File: config.mk
export PLATFORM = sky130hd
export DESIGN_NAME = load_store_unit
export DESIGN_NICKNAME = d
export VERILOG_FILES = /design/src/rtl/lsu_pkg.sv /design/src/rtl/lsu_lane_mux.sv /design/src/rtl/load_store_unit.sv
export SDC_FILE = /design/constraint.sdc
export NUM_CORES = 1
export LEC_CHECK = 0
export ABC_AREA = 1
export CORE_MARGIN = 2
export CORE_UTILIZATION = 50
export CTS_BUF_LIST = sky130_fd_sc_hd__clkbuf_16
export DETAILED_ROUTE_END_ITERATION = 6
export PLACE_DENSITY_LB_ADDON = 0.3
export SLEW_MARGIN = 30
export SYNTH_ARGS = -nofsm -noshare
export SYNTH_HDL_FRONTEND = slang
export SYNTH_HIERARCHICAL = 1
export SYNTH_SLANG_ARGS = --single-unit
File: constraint.sdc
create_clock -name clk -period 4.68 [get_ports clk]
set_input_delay 1.404 -clock clk [delete_from_list [all_inputs] [get_ports clk]]
set_output_delay 1.404 -clock clk [all_outputs]
set_load 0.03 [all_outputs]
File: src/rtl/lsu_pkg.sv
// Shared types for the load/store unit: access size codes, FSM state encoding and data width.
package lsu_pkg;

  localparam int DATA_W = 32;

  typedef enum logic [1:0] {
    SZ_B = 2'b00,
    SZ_H = 2'b01,
    SZ_W = 2'b10,
    SZ_X = 2'b11
  } size_e;

  typedef enum logic [2:0] {
    IDLE  = 3'd0,
    LOAD  = 3'd1,
    MERGE = 3'd2,
    WRITE = 3'd3,
    RESP  = 3'd4
  } state_e;

endpackage

File: src/rtl/lsu_lane_mux.sv
// Little-endian lane steering: extracts and extends load data, and merges store data into a word.
module lsu_lane_mux
  import lsu_pkg::*;
(
  input  logic [DATA_W-1:0] word_i,
  input  logic [DATA_W-1:0] wdata_i,
  input  logic [1:0]        size_i,
  input  logic [1:0]        lane_i,
  input  logic              unsigned_i,
  output logic [DATA_W-1:0] load_o,
  output logic [DATA_W-1:0] merged_o
);

  logic [7:0]  byte_sel;
  logic [15:0] half_sel;

  always_comb begin
    byte_sel = word_i[{lane_i, 3'b000} +: 8];
    half_sel = lane_i[1] ? word_i[31:16] : word_i[15:0];
    load_o   = word_i;
    merged_o = word_i;
    case (size_i)
      SZ_B: begin
        load_o = {{24{byte_sel[7] & ~unsigned_i}}, byte_sel};
        merged_o[{lane_i, 3'b000} +: 8] = wdata_i[7:0];
      end
      SZ_H: begin
        load_o = {{16{half_sel[15] & ~unsigned_i}}, half_sel};
        if (lane_i[1]) merged_o[31:16] = wdata_i[15:0];
        else           merged_o[15:0]  = wdata_i[15:0];
      end
      default: begin
        load_o   = word_i;
        merged_o = wdata_i;
      end
    endcase
  end

endmodule

File: src/rtl/load_store_unit.sv
// Byte/half/word load-store front end for a word-organised data memory (sync write, async read).
// Optional misalignment/out-of-range trapping is enabled with `define LSU_MISALIGN_TRAP_EN.
module load_store_unit
  import lsu_pkg::*;
#(
  parameter int MEM_WORDS = 1024,
  parameter int ADDR_W    = $clog2(MEM_WORDS)
) (
  input  logic              clk,
  input  logic              rst,
  input  logic              req_valid,
  output logic              req_ready,
  input  logic              req_we,
  input  logic [1:0]        req_size,
  input  logic              req_unsigned,
  input  logic [31:0]       req_addr,
  input  logic [31:0]       req_wdata,
  output logic              resp_valid,
  output logic [31:0]       resp_rdata,
  output logic              resp_err,
  output logic              mem_we,
  output logic [ADDR_W-1:0] mem_addr,
  output logic [31:0]       mem_wd,
  input  logic [31:0]       mem_rd,
  output logic [2:0]        dbg_state
);

  // Handshake: a request is accepted on a rising edge where req_valid && req_ready;
  // req_ready is high only in IDLE. resp_valid pulses for exactly one cycle with no
  // backpressure, so the consumer must take the response in that cycle.

  state_e            state_q, state_d;
  logic [1:0]        size_q;
  logic [1:0]        lane_q;
  logic              uns_q;
  logic              err_q;
  logic [ADDR_W-1:0] idx_q;
  logic [31:0]       wdata_q, merged_q, rdata_q;

  logic        accept;
  logic        err_now;
  logic [1:0]  size_eff;
  logic [1:0]  lane_eff;
  logic [31:0] load_data, merged_data;

  assign accept = req_valid && (state_q == IDLE);

`ifdef LSU_MISALIGN_TRAP_EN
  always_comb begin
    size_eff = req_size;
    lane_eff = req_addr[1:0];
    err_now  = (req_size == SZ_X)
            || (req_size == SZ_H && req_addr[0])
            || (req_size == SZ_W && req_addr[1:0] != 2'b00)
            || (req_addr[31:ADDR_W+2] != '0);
  end
`else
  // Upper address bits simply wrap the index, so they play no part here.
  logic unused_addr_hi;
  assign unused_addr_hi = ^req_addr[31:ADDR_W+2];

  always_comb begin
    err_now  = 1'b0;
    size_eff = (req_size == SZ_X) ? SZ_W : req_size;
    case (size_eff)
      SZ_B:    lane_eff = req_addr[1:0];
      SZ_H:    lane_eff = {req_addr[1], 1'b0};
      default: lane_eff = 2'b00;
    endcase
  end
`endif

  always_comb begin
    state_d = state_q;
    case (state_q)
      IDLE: begin
        if (accept) begin
          if (err_now)           state_d = RESP;
          else if (!req_we)      state_d = LOAD;
          else if (size_eff == SZ_W) state_d = WRITE;
          else                   state_d = MERGE;
        end
      end
      LOAD:    state_d = RESP;
      MERGE:   state_d = WRITE;
      WRITE:   state_d = RESP;
      RESP:    state_d = IDLE;
      default: state_d = IDLE;
    endcase
  end

  always_ff @(posedge clk) begin
    if (!rst) begin
      state_q  <= IDLE;
      size_q   <= 2'b00;
      lane_q   <= 2'b00;
      uns_q    <= 1'b0;
      err_q    <= 1'b0;
      idx_q    <= '0;
      wdata_q  <= '0;
      merged_q <= '0;
      rdata_q  <= '0;
    end else begin
      state_q <= state_d;
      if (accept) begin
        size_q  <= size_eff;
        lane_q  <= lane_eff;
        uns_q   <= req_unsigned;
        err_q   <= err_now;
        idx_q   <= req_addr[ADDR_W+1:2];
        wdata_q <= req_wdata;
        rdata_q <= '0;
      end
      if (state_q == LOAD)  rdata_q  <= load_data;
      if (state_q == MERGE) merged_q <= merged_data;
    end
  end

  // One lane mux serves both the LOAD extract and the MERGE read-modify-write.
  lsu_lane_mux u_lane_mux (
    .word_i     (mem_rd),
    .wdata_i    (wdata_q),
    .size_i     (size_q),
    .lane_i     (lane_q),
    .unsigned_i (uns_q),
    .load_o     (load_data),
    .merged_o   (merged_data)
  );

  assign req_ready  = (state_q == IDLE);
  assign resp_valid = (state_q == RESP);
  assign resp_rdata = resp_valid ? rdata_q : '0;
  assign resp_err   = resp_valid && err_q;
  assign mem_we     = (state_q == WRITE) && rst;
  assign mem_addr   = (state_q == LOAD || state_q == MERGE || state_q == WRITE) ? idx_q : '0;
  assign mem_wd     = !mem_we ? '0 : (size_q == SZ_W) ? wdata_q : merged_q;
  assign dbg_state  = state_q;

endmodule

==> metrics.txt <==
Relative slew margins approximately 40%; Yosys top cell area share 33.4%; layout cell share with drive strength beyond 1 a little under a tenth; Die X-Extent around 120 um; Worst-path clk slew ~0.050 ns; Startpoint Class input port; Finish-stage setup viols 0; Post-Layout Cell Count around 1400; Yosys reg bits between 100 and 150; Critical Path Source rst; Max VDD drop about 0.35 mV; GRT Total Usage about 30%; Worst setup endpoint mem_we; Post-CTS Repair Setup Buffers 0; CP max stage cell clkdlybuf4s50_1; multi-input combinational cell area roughly 0.0038 mm^2; Largest stage delay, worst path approximately 0.65 ns; Worst Tran Pin Value about 0.88 ns; WL/cell approximately 15 um; Synth area leader dfxtp_1; Fin. Hold Viols 0; reg2reg start lane_q[1]; CTS Buf Count 17; total negative slack 0 ns; Buf/Inv on CP 4; internal reg-to-reg setup slack 2.11 ns; Detailed Place HPWL between 15 and 20 mm; Fmax achieved 0.235 GHz; initial antenna violation count 0; period utilization just over 90%; outcome complete, but fails checks; total gr overflow 0; Crit path required time 3.28 ns; row count 42; DRT iter0 DRCs slightly below 700; TritonCTS clock tree built; Synth Area in Compound Gates 13.4%; first-pass GRT wire length approximately 35 mm; Post-Route WL around 22 mm; syn_area_per_cell slightly above 6 um^2; Fill cells between 1000 and 1500; Worst Hold Launch idx_q[4]; critical path, cell by cell clkdlybuf4s50_1 -> inv_2 -> nor2_2 -> nand2_1 -> inv_1 -> clkdlybuf4s50_1; Ys Warns 6; min Tclk post-route between 4 and 5 ns; Setup CP Type input port to output pin; Slew Viols, Final 0; clk_skew roughly 0.0086 ns; commonest non-fill, non-tap cell in the layout nand2_1; Final #Nets ~1300; TritonCTS Sinks between 100 and 150; Critical R2R Capture merged_q[18]; Vias roughly 7600; CP most frequent cell clkdlybuf4s50_1; area added between synthesis and finish 30.6%; most frequent cells in the layout 388 x nand2_1, 151 x nor2_1, 130 x clkdlybuf4s50_1, 114 x a21oi_1, 113 x dfxtp_1; Clock Tree Root clkbuf_16; later-pin clock latency in the skew report 0.42 ns; failing checks DRC; Initial Util 51.3%; Cells after DPL 1396; vias in the first global route between 6000 and 7000; die height 121 um; clk buf depth 2; CP delay by family, top buffers and inverters; unrepaired setup endpoints after global routing no; Gate Count Post-Synth ~1100; Synth area leaders dfxtp_1 33%, nand2_1 21%, a21oi_1 8.4%; largest net degree at the start of global routing between 80 and 90; Critical Path AT 2.85 ns; worst r2r path cells 10; Post-synth EDFFs 0; mux contribution to synthesized area 0%; largest family of logic cells by synthesized area simple AND/OR/NAND/NOR gates; die area approximately 0.015 mm^2; CTS Hold Bufs 0; Netlist cell types 38; PwrDens roughly 340 mW/mm^2; IO Port Bufs 162; I/O pins between 150 and 200; critical path capture point type output pin; Detail Route Antenna Nets 0; XOR/XNOR share of the synthesized area 0%; antenna cells 0; ys flop type dfxtp_1; MaxCap Viol Count 0; Lkg Pwr 3.60 nW; register area ~0.0023 mm^2; Synth Area in Adders less than 1%; GPL Wtd Cong roughly 0.97; post-synthesis simple-gate area fraction a little over two fifths; sequential share of the synthesized area around 33%; cts repair resizes 0; Remaining DRCs 7; # H-tree levels 4; core area 0.0133 mm^2; Post-synth ARST share 0%; HP Class flip-flop to flip-flop; critical path depth 6; drt pass-1 iters 7; post-synthesis cell area roughly 0.0068 mm^2; largest fanout on the critical path 2; vias per cell roughly 5.3; Mapped Nets between 1000 and 1500
==> cell type report <==
cell class                      instances  share of cell area (%)
Clock buffer                           17                    4.77
Clock inverter                         15                    1.40
Inverter                               90                    3.83
Multi-Input combinational cell        847                    43.1
Sequential cell                       114                    25.6
Tap cell                              176                    2.47
Timing Repair Buffer                  169                    18.9
==> worst register-to-register path: stages (launching register included) <==
cell and delay [ns]:
dfxtp_1 0.76, inv_4 0.29, ha_1 0.42, nand3_1 0.10
nor2_1 0.42, nand2_1 0.11, nand2_1 0.08, nand2_1 0.05
nand2_1 0.09, o21ai_0 0.09, nor2_1 0.09
==> cells by family (layout without fill, tap and decap cells) <==
group	after synthesis	in the layout
buf+inv	154	291
other cells	1	1
simple gates	664	664
compound gates	177	177
flops	114	114
fa+ha+maj	5	5
==> synth_stat cells (2+ instances only) <==
library cell,n
o21ai_2,3
buf_12,2
nor2_4,4
buf_4,7
a21oi_1,114
nor2_2,2
o21ai_0,48
nand3_1,67
nand4_1,3
nand2_2,9
nand3b_1,2
ha_1,5
inv_1,81
nand2_1,388
clkbuf_1,23
and2_1,5
or2_1,5
o211ai_1,6
inv_2,6
nor2_1,151
buf_6,4
dfxtp_1,114
buf_2,27
o21ai_1,4
nand3_2,22
==> flip-flops by register name, summed over array words and instances, names as in the netlist <==
signal	count
dbg_state	3
idx_q	10
lane_q	2
merged_q	32
rdata_q	32
size_q	2
uns_q	1
wdata_q	32
==> metal layers <==
layer  track usage, %  up-vias  routed length [um]
li1                 -     3755                   -
met1             40.2     3446                9400
met2             46.9      326               10100
met3             8.68       52                1900
met4             11.6        0                 738
met5                0        -                   0
==> worst min-delay path by stage <==
| stage | endpoint | slack, ns | depth (start not counted) |
|---|---|---|---|
| floorplan | idx_q[0] | 0.44 | 2 |
| global placement | idx_q[1] | 0.45 | 2 |
| detailed placement | idx_q[1] | 0.46 | 2 |
| CTS | idx_q[1] | 0.47 | 2 |
| global route | idx_q[4] | 0.48 | 2 |
| finish | idx_q[4] | 0.46 | 2 |
==> where the power goes <==
group / internal [W] / switching (W)
combinational: 0.000243 / 0.000444
clock: 0.000764 / 0.000445
sequential: 0.00106 / 0.0000746
total: 0.00206 / 0.000964
==> stage by stage <==
step           hold WS (ns)  setup WS [ns]  total power, W  util (%)  instance area (um^2)
3_5_place_dp          0.457          0.417         0.00182      62.9                  8370
3_3_place_gp          0.452          0.433         0.00181      62.9                  8370
5_1_grt               0.480          0.293         0.00317      67.1                  8920
6_report              0.464          0.422         0.00303      67.1                  8920
4_1_cts               0.465          0.409         0.00302      67.1                  8920
2_1_floorplan         0.444          0.936         0.00161         -                  6830
Power figures use the tool's default switching activity.
